$ cat config.mk
export PLATFORM = sky130hd
export DESIGN_NAME = alu_rf_sequencer
export DESIGN_NICKNAME = d
export VERILOG_FILES = /design/src/rtl/alu_rf_sequencer.sv
export SDC_FILE = /design/constraint.sdc
export NUM_CORES = 1
export LEC_CHECK = 0
export CORE_MARGIN = 2
export CORE_UTILIZATION = 35
export DETAILED_ROUTE_END_ITERATION = 10
export PLACE_DENSITY = 0.83
export SLEW_MARGIN = 0
export SYNTH_ARGS = -nofsm -noshare
export SYNTH_HDL_FRONTEND = slang
export SYNTH_SLANG_ARGS = --single-unit
$ cat constraint.sdc
create_clock -name clk -period 2.6 [get_ports clk]
set_clock_uncertainty 0.05 [all_clocks]
set_input_delay 0.65 -clock clk [delete_from_list [all_inputs] [get_ports clk]]
set_output_delay 0.65 -clock clk [all_outputs]
set_load 0.1 [all_outputs]
$ cat src/rtl/alu_rf_sequencer.sv
// Multi-cycle controller that runs one register-to-register instruction at a time
// on an external single-port register file (registered read) and combinational alu.
module alu_rf_sequencer #(
  parameter int DATA_W = 32,
  parameter int ADDR_W = 5,
  parameter int OP_W   = 4,
  parameter int CNT_W  = 16
) (
  input  logic              clk,
  input  logic              rst,
  input  logic              in_valid,
  output logic              in_ready,
  input  logic [OP_W-1:0]   in_op,
  input  logic [ADDR_W-1:0] in_rd,
  input  logic [ADDR_W-1:0] in_rs1,
  input  logic [ADDR_W-1:0] in_rs2,
  input  logic              in_wb,
  input  logic [DATA_W-1:0] in_imm,
  output logic              out_valid,
  input  logic              out_ready,
  output logic [DATA_W-1:0] out_result,
  output logic              out_err,
  output logic              rf_we,
  output logic [ADDR_W-1:0] rf_addr,
  output logic [DATA_W-1:0] rf_wdata,
  input  logic [DATA_W-1:0] rf_rdata,
  output logic [DATA_W-1:0] alu_a,
  output logic [DATA_W-1:0] alu_b,
  output logic [OP_W-1:0]   alu_op,
  input  logic [DATA_W-1:0] alu_result,
  output logic [CNT_W-1:0]  retired
);

  typedef enum logic [2:0] {IDLE, RD_A, RD_B, EXEC, WB, RESP} state_t;

  localparam logic [OP_W-1:0] OP_ADD = OP_W'(4'b0000);
  localparam logic [OP_W-1:0] OP_XOR = OP_W'(4'b0100);
  localparam logic [OP_W-1:0] OP_LDI = OP_W'(4'b1111);

  state_t state, state_nxt;

  logic [OP_W-1:0]   op_q;
  logic [ADDR_W-1:0] rd_q, rs1_q, rs2_q;
  logic              wb_q;
  logic [DATA_W-1:0] opa, res;
  logic              err;

  function automatic logic is_alu(input logic [OP_W-1:0] op);
    return (op >= OP_ADD) && (op <= OP_XOR);
  endfunction

  always_ff @(posedge clk) begin
    if (rst) begin
      state   <= IDLE;
      retired <= '0;
    end else begin
      state <= state_nxt;
      if (state == RESP && out_ready) retired <= retired + CNT_W'(1);
    end
  end

  // NOTE: operand/result registers carry no reset; they are always written before
  // being observed, and out_result/out_err are gated to RESP.
  always_ff @(posedge clk) begin
    case (state)
      IDLE: begin
        if (in_valid) begin
          op_q  <= in_op;
          rd_q  <= in_rd;
          rs1_q <= in_rs1;
          rs2_q <= in_rs2;
          wb_q  <= in_wb;
          res   <= in_imm;
          err   <= 1'b0;
        end
      end
      RD_B: opa <= rf_rdata;
      EXEC: begin
        res <= is_alu(op_q) ? alu_result : '0;
        err <= !is_alu(op_q);
      end
      default: ;
    endcase
  end

  // NOTE: every output of this block gets a default first, so no path infers a latch.
  always_comb begin
    state_nxt = state;
    in_ready  = 1'b0;
    out_valid = 1'b0;
    rf_we     = 1'b0;
    rf_addr   = '0;
    rf_wdata  = '0;
    alu_a     = '0;
    alu_b     = '0;
    alu_op    = '0;
    case (state)
      IDLE: begin
        in_ready = 1'b1;
        if (in_valid) state_nxt = (in_op == OP_LDI) ? WB : RD_A;
      end
      RD_A: begin
        rf_addr   = rs1_q;
        state_nxt = RD_B;
      end
      RD_B: begin
        rf_addr   = rs2_q;
        state_nxt = EXEC;
      end
      EXEC: begin
        alu_a     = opa;
        alu_b     = rf_rdata;
        alu_op    = op_q;
        state_nxt = WB;
      end
      WB: begin
        rf_addr   = rd_q;
        rf_wdata  = res;
        rf_we     = (op_q == OP_LDI) || (is_alu(op_q) && wb_q);
        state_nxt = RESP;
      end
      RESP: begin
        out_valid = 1'b1;
        if (out_ready) state_nxt = IDLE;
      end
      default: state_nxt = IDLE;
    endcase
  end

  assign out_result = (state == RESP) ? res : '0;
  assign out_err    = (state == RESP) && err;

endmodule

## Yosys cells after proc, flatten, opt, wreduce, memory -nomap -nowiden

Cells that the tools add are included.

| storage, ports and cells | value |
|---|---|
| flip-flop bits (word level) | 104 |
| input port bits | 120 |
| output and inout port bits | 157 |
| logic and storage cells | 51 |

| operators by class | value |
|---|---|
| $add $sub $neg | 1 |
| magnitude comparators | 2 |
| eq/ne operators | 9 |
| muxes and demuxes | 18 |
| reduce and logical (&&, ||, !) cells | 11 |

Operators by type and width:

| operator | number |
|---|---|
| $mux 32 | 6 |
| $pmux 32 s2 | 1 |
| $pmux 3 s6 | 1 |
| $add 16x1->16 const B | 1 |
| $pmux 5 s3 | 1 |
| $mux 3 | 3 |
| $eq 4x4->1 const B | 2 |
| $eq 3x2->1 const B | 2 |
| $eq 3x3->1 const B | 2 |
| $reduce_and 2->1 | 3 |
| $ge 4x1->1 const B | 1 |
| $le 4x3->1 const B | 1 |
| $logic_and 1x1->1 | 4 |
| $mux 1 | 4 |
| $mux 4 | 1 |
| $ne 2x2->1 const B | 2 |
| $eq 3x1->1 const B | 1 |
| $logic_not 3->1 | 1 |
| $pmux 1 s2 | 1 |
| $reduce_bool 2->1 | 1 |
| $logic_not 1->1 | 1 |
| $logic_or 1x1->1 | 1 |

## Longest topological paths before layout

| depth | value |
|---|---|
| depth after elaboration | 5 |
| gate-level depth with buffers | 6 |
| mapped depth without buffers | 4 |

## Worst setup path before layout

Ideal clock, no wire load.

| path | value |
|---|---|
| path type | register -> register |
| start | register state[0] |
| end | register err, enable pin |
| setup time | 0.375 ns |
| arrival time | 4.015 ns |
| required time | 2.175 ns |
| path slack | -1.840 ns |
| cell stages (with the launch flop) | 5 |
| path buffers | 1 |
| clock period less this slack | 4.440 ns |
| cell sequence | dfxtp_1 > clkbuf_1 > nor3_1 > and2_1 > or2_2 |

| between the ends | value |
|---|---|
| word-level cells in the longest chain between the ends | 3 |
| elaborated cells between the ends (all ways) | 5 |
| those cells by class | eq/ne: 2; reduce/logical: 3 |

Ends and longest elaborated chain:

| item | RTL line | RTL |
|---|---|---|
| start, declared | 40 | `state_t state, state_nxt;` |
| start signal, assigned | 57 | `state <= state_nxt;` |
| $eq 3x2->1 or $logic_not 3->1 (tied branches) | 65 | `case (state)` |
| $reduce_bool 2->1 (no source line) or $ne 2x2->1 (tied branches) | - |  |
| $reduce_and 2->1 (no source line) (*) | - |  |
| end signal, assigned | 80 | `err <= !is_alu(op_q);` |
| end, declared | 46 | `logic err;` |

Every way passes the cells marked *; elsewhere a longest branch is shown, timed or not.
A chain may end at the register's enable or synchronous reset.

## Worst setup path in the final report

| path | value |
|---|---|
| start | register state[1] |
| end | output alu_a[25] |

| between the ends | value |
|---|---|
| word-level cells in the longest chain between the ends | 2 |

Ends and longest elaborated chain:

| item | RTL line | RTL |
|---|---|---|
| $eq 3x2->1 | 97 | `case (state)` |
| $mux 32 | 97 |  |
| end, declared | 27 | `output logic [DATA_W-1:0] alu_a,` |

Every way passes these cells.

==> results.toml <==
[synthesis]
async_reset_ff_share_pct = 0
synth_seq_area_share_pct = 60.6
yosysMostFrequentCell = "edfxtp_1"
post_synth.cell_area_avg_sq_um = 11.8
ys_ff_latch = 104
synth_ff_type = "edfxtp_1"
synth.distinct_cells = 39
synth_top_area_cell = "edfxtp_1"
synth_common_cells = "85 x edfxtp_1, 71 x and3_1, 69 x and2_1, 32 x a22o_1, 27 x clkbuf_1"
synth_area_sq_um = 4840
synth_edf_count = 85
yosys_warnings = 0
synthesis.nets = 532
netlist_top_cells_area = "edfxtp_1 53%, and3_1 9.2%, and2_1 8.9%"
netlist_instances = 411
netlist.area_leader.share_pct = 52.7

[final_layout]
final_nets = 799
stdcell_count = 859
fill_cells = 876
drive_gt1_share_pct = 42.0
areaGrowthSynthToFinish_pct = 99.5
post-route-util_pct = 72.1
final_area_sq_um = 9660
diodes = 0

[sta]
setup_tns_ns = 0
hold_viol = 0
fmax_ghz = 0.396
period_minus_slack_ns = 2.53
relSlewSlack_pct = 65.8
finalCritPeriodShare_pct = 97.2
finalSetupViolCount = 0
rsz0062_at_grt = "no"
worst_pin_slew_ns = 0.513
finalMaxSlewViolations = 0

[route]
drtIter0Drc = 182
finalWirelength_um = 16300
dr_total_vias = 4355
wire_per_inst_um = 18.9
detail-route-antenna-nets = 0
avgViaCountPerCell = 5.07
drc = 0
first_pass_iters = 4

[worst_hold_path]
whs_path_depth = 2
hold_class = "flip-flop to flip-flop"

[floorplanning]
initial_core_util_pct = 36.1
rows = 42
io-pin-count = 277
die_y_um = 122
die-area_sq_um = 14800
core_sq_um = 13400
die_width_um = 122

[power_and_ir_drop]
p_int_mw = 3.47
switching_share_pct = 33.5
peakVddDrop_mv = 0.530
p_seq_share_pct = 40.3
switchingPower_mw = 1.75
p_per_area_nw_per_um2 = 540
clkPwrFrac_pct = 27.0
report.power.total_mw = 5.21
leakage_nw = 3.84
combPwrFrac_pct = 32.6

[clocking]
worstSkewPairLatency_ns = 0.34
cts_buffers = 9
hold_buffers = 0
cts_root_buffer = "clkbuf_16"
clock_path_buffers = 2
cts_tree = "built"
cts_sinks = 104
clk_pin_slew_ns = 0.07
h-tree-depth = 3

[grt]
overflow = 0
grt_pass1_vias = 4530
antenna_found_initial = 0
grt_first_pass_wirelength_um = 24500
grt_max_degree = 71
grt_usage_pct = 21.7

[place]
place_area_sq_um = 9330
dp_cells = 843
numPortBuffers = 276
place_congestion = 0.808
dp_hpwl_um = 12600

[critical_path]
path_max_fanout = 56
start_kind = "flip-flop"
cp-end-kind = "primary output"
crit_type = "flip-flop to primary output"
reg2regPathDepth = 4
arrival_ns = 1.83
cp_data_required_time_ns = 1.90

[run]
maxCapViolations = 0

[status]
outcome = "finished clean"
[final timing paths]
check / from / endpoint / slack, ns
worst max-delay path: state[1] / alu_a[25] / 0.07
worst min-delay path: retired[15] / retired[15] / 0.47
worst max register to register: state[1] / opa[30] / 0.63
worst min register to register: retired[15] / retired[15] / 0.47
[sequential cells by signal (all words and copies together), names as in the netlist]
register  flops
err           1
op_q          4
opa          32
rd_q          5
res          32
retired      16
rs1_q         5
rs2_q         5
state         3
wb_q          1
[through the flow]
stage	hold WS, ns	setup slack [ns]
3_3_place_gp	0.435	0.318
3_5_place_dp	0.454	0.288
4_1_cts	0.466	0.0292
5_1_grt	0.489	0.0128
2_1_floorplan	0.521	-0.0418
6_report	0.467	0.0734
[cell families (layout without fill, tap and decap cells)]
logic type / Yosys count / after routing / synth area share (%)
DFF: 104 / 104 / 60.6
muxes: 1 / 1 / 0.207
and+or+nand+nor: 199 / 199 / 24.7
buffers and inverters: 37 / 309 / 3.18
adders and majority gates: 1 / 1 / 0.258
xor gates and xnor gates: 11 / 11 / 1.99
AOI/OAI and AO/OA: 58 / 58 / 9.07
[layout make-up]
class	instances	area, sq um	share of cell area, %
flip-flops and latches	104	2930	30.4
clock buffers	12	289	2.99
inverters	2	7.51	0.0777
multi-input cells	270	1920	19.9
clock inverters	4	28.8	0.298
repair buffers	291	4260	44.1
well taps	176	220	2.28
[critical path: stages (launching register included)]
cell     delay [ns]
dfxtp_1        0.40
nor2b_4        0.35
buf_12         0.26
and3_1         0.26
buf_12         0.19
[per-layer routing]
| metal | vias up | track usage, % | part of all wire [%] | wire length [um] |
|---|---|---|---|---|
| met5 | - | 0 | 0 | 0 |
| met4 | 0 | 9.55 | 3.2 | 515 |
| met1 | 2081 | 23.0 | 35 | 5720 |
| met3 | 35 | 5.06 | 7.0 | 1140 |
| li1 | 2048 | - | - | - |
| met2 | 191 | 40.8 | 55 | 8870 |
[power groups by stage]
stage | Clock (mW) | Combinational [mW] | Sequential [mW]
2_1_floorplan | 0 | 0.994 | 2.11
3_3_place_gp | 0 | 1.67 | 2.13
3_5_place_dp | 0 | 1.70 | 2.14
4_1_cts | 1.43 | 1.71 | 2.11
5_1_grt | 1.49 | 1.77 | 2.12
6_report | 1.41 | 1.70 | 2.10
[cells in the final DEF (no fill, tap or decap), types with 13 or more instances in the layout]
| cell | instances |
|---|---|
| nor2_1 | 13 |
| dfxtp_1 | 18 |
| and2_1 | 39 |
| edfxtp_1 | 85 |
| and2_2 | 28 |
| a22o_1 | 32 |
| and3_2 | 51 |
| and3_1 | 21 |
| buf_4 | 28 |
| buf_12 | 141 |
| clkdlybuf4s50_1 | 119 |
[timing repair]
item | CTS | global route
hold endpoints to repair | 0 | 0
resized for setup | 0 | 4
setup buffers | 0 | 0
setup endpoints to repair | 0 | 39
(Power assumes the default switching activity.)
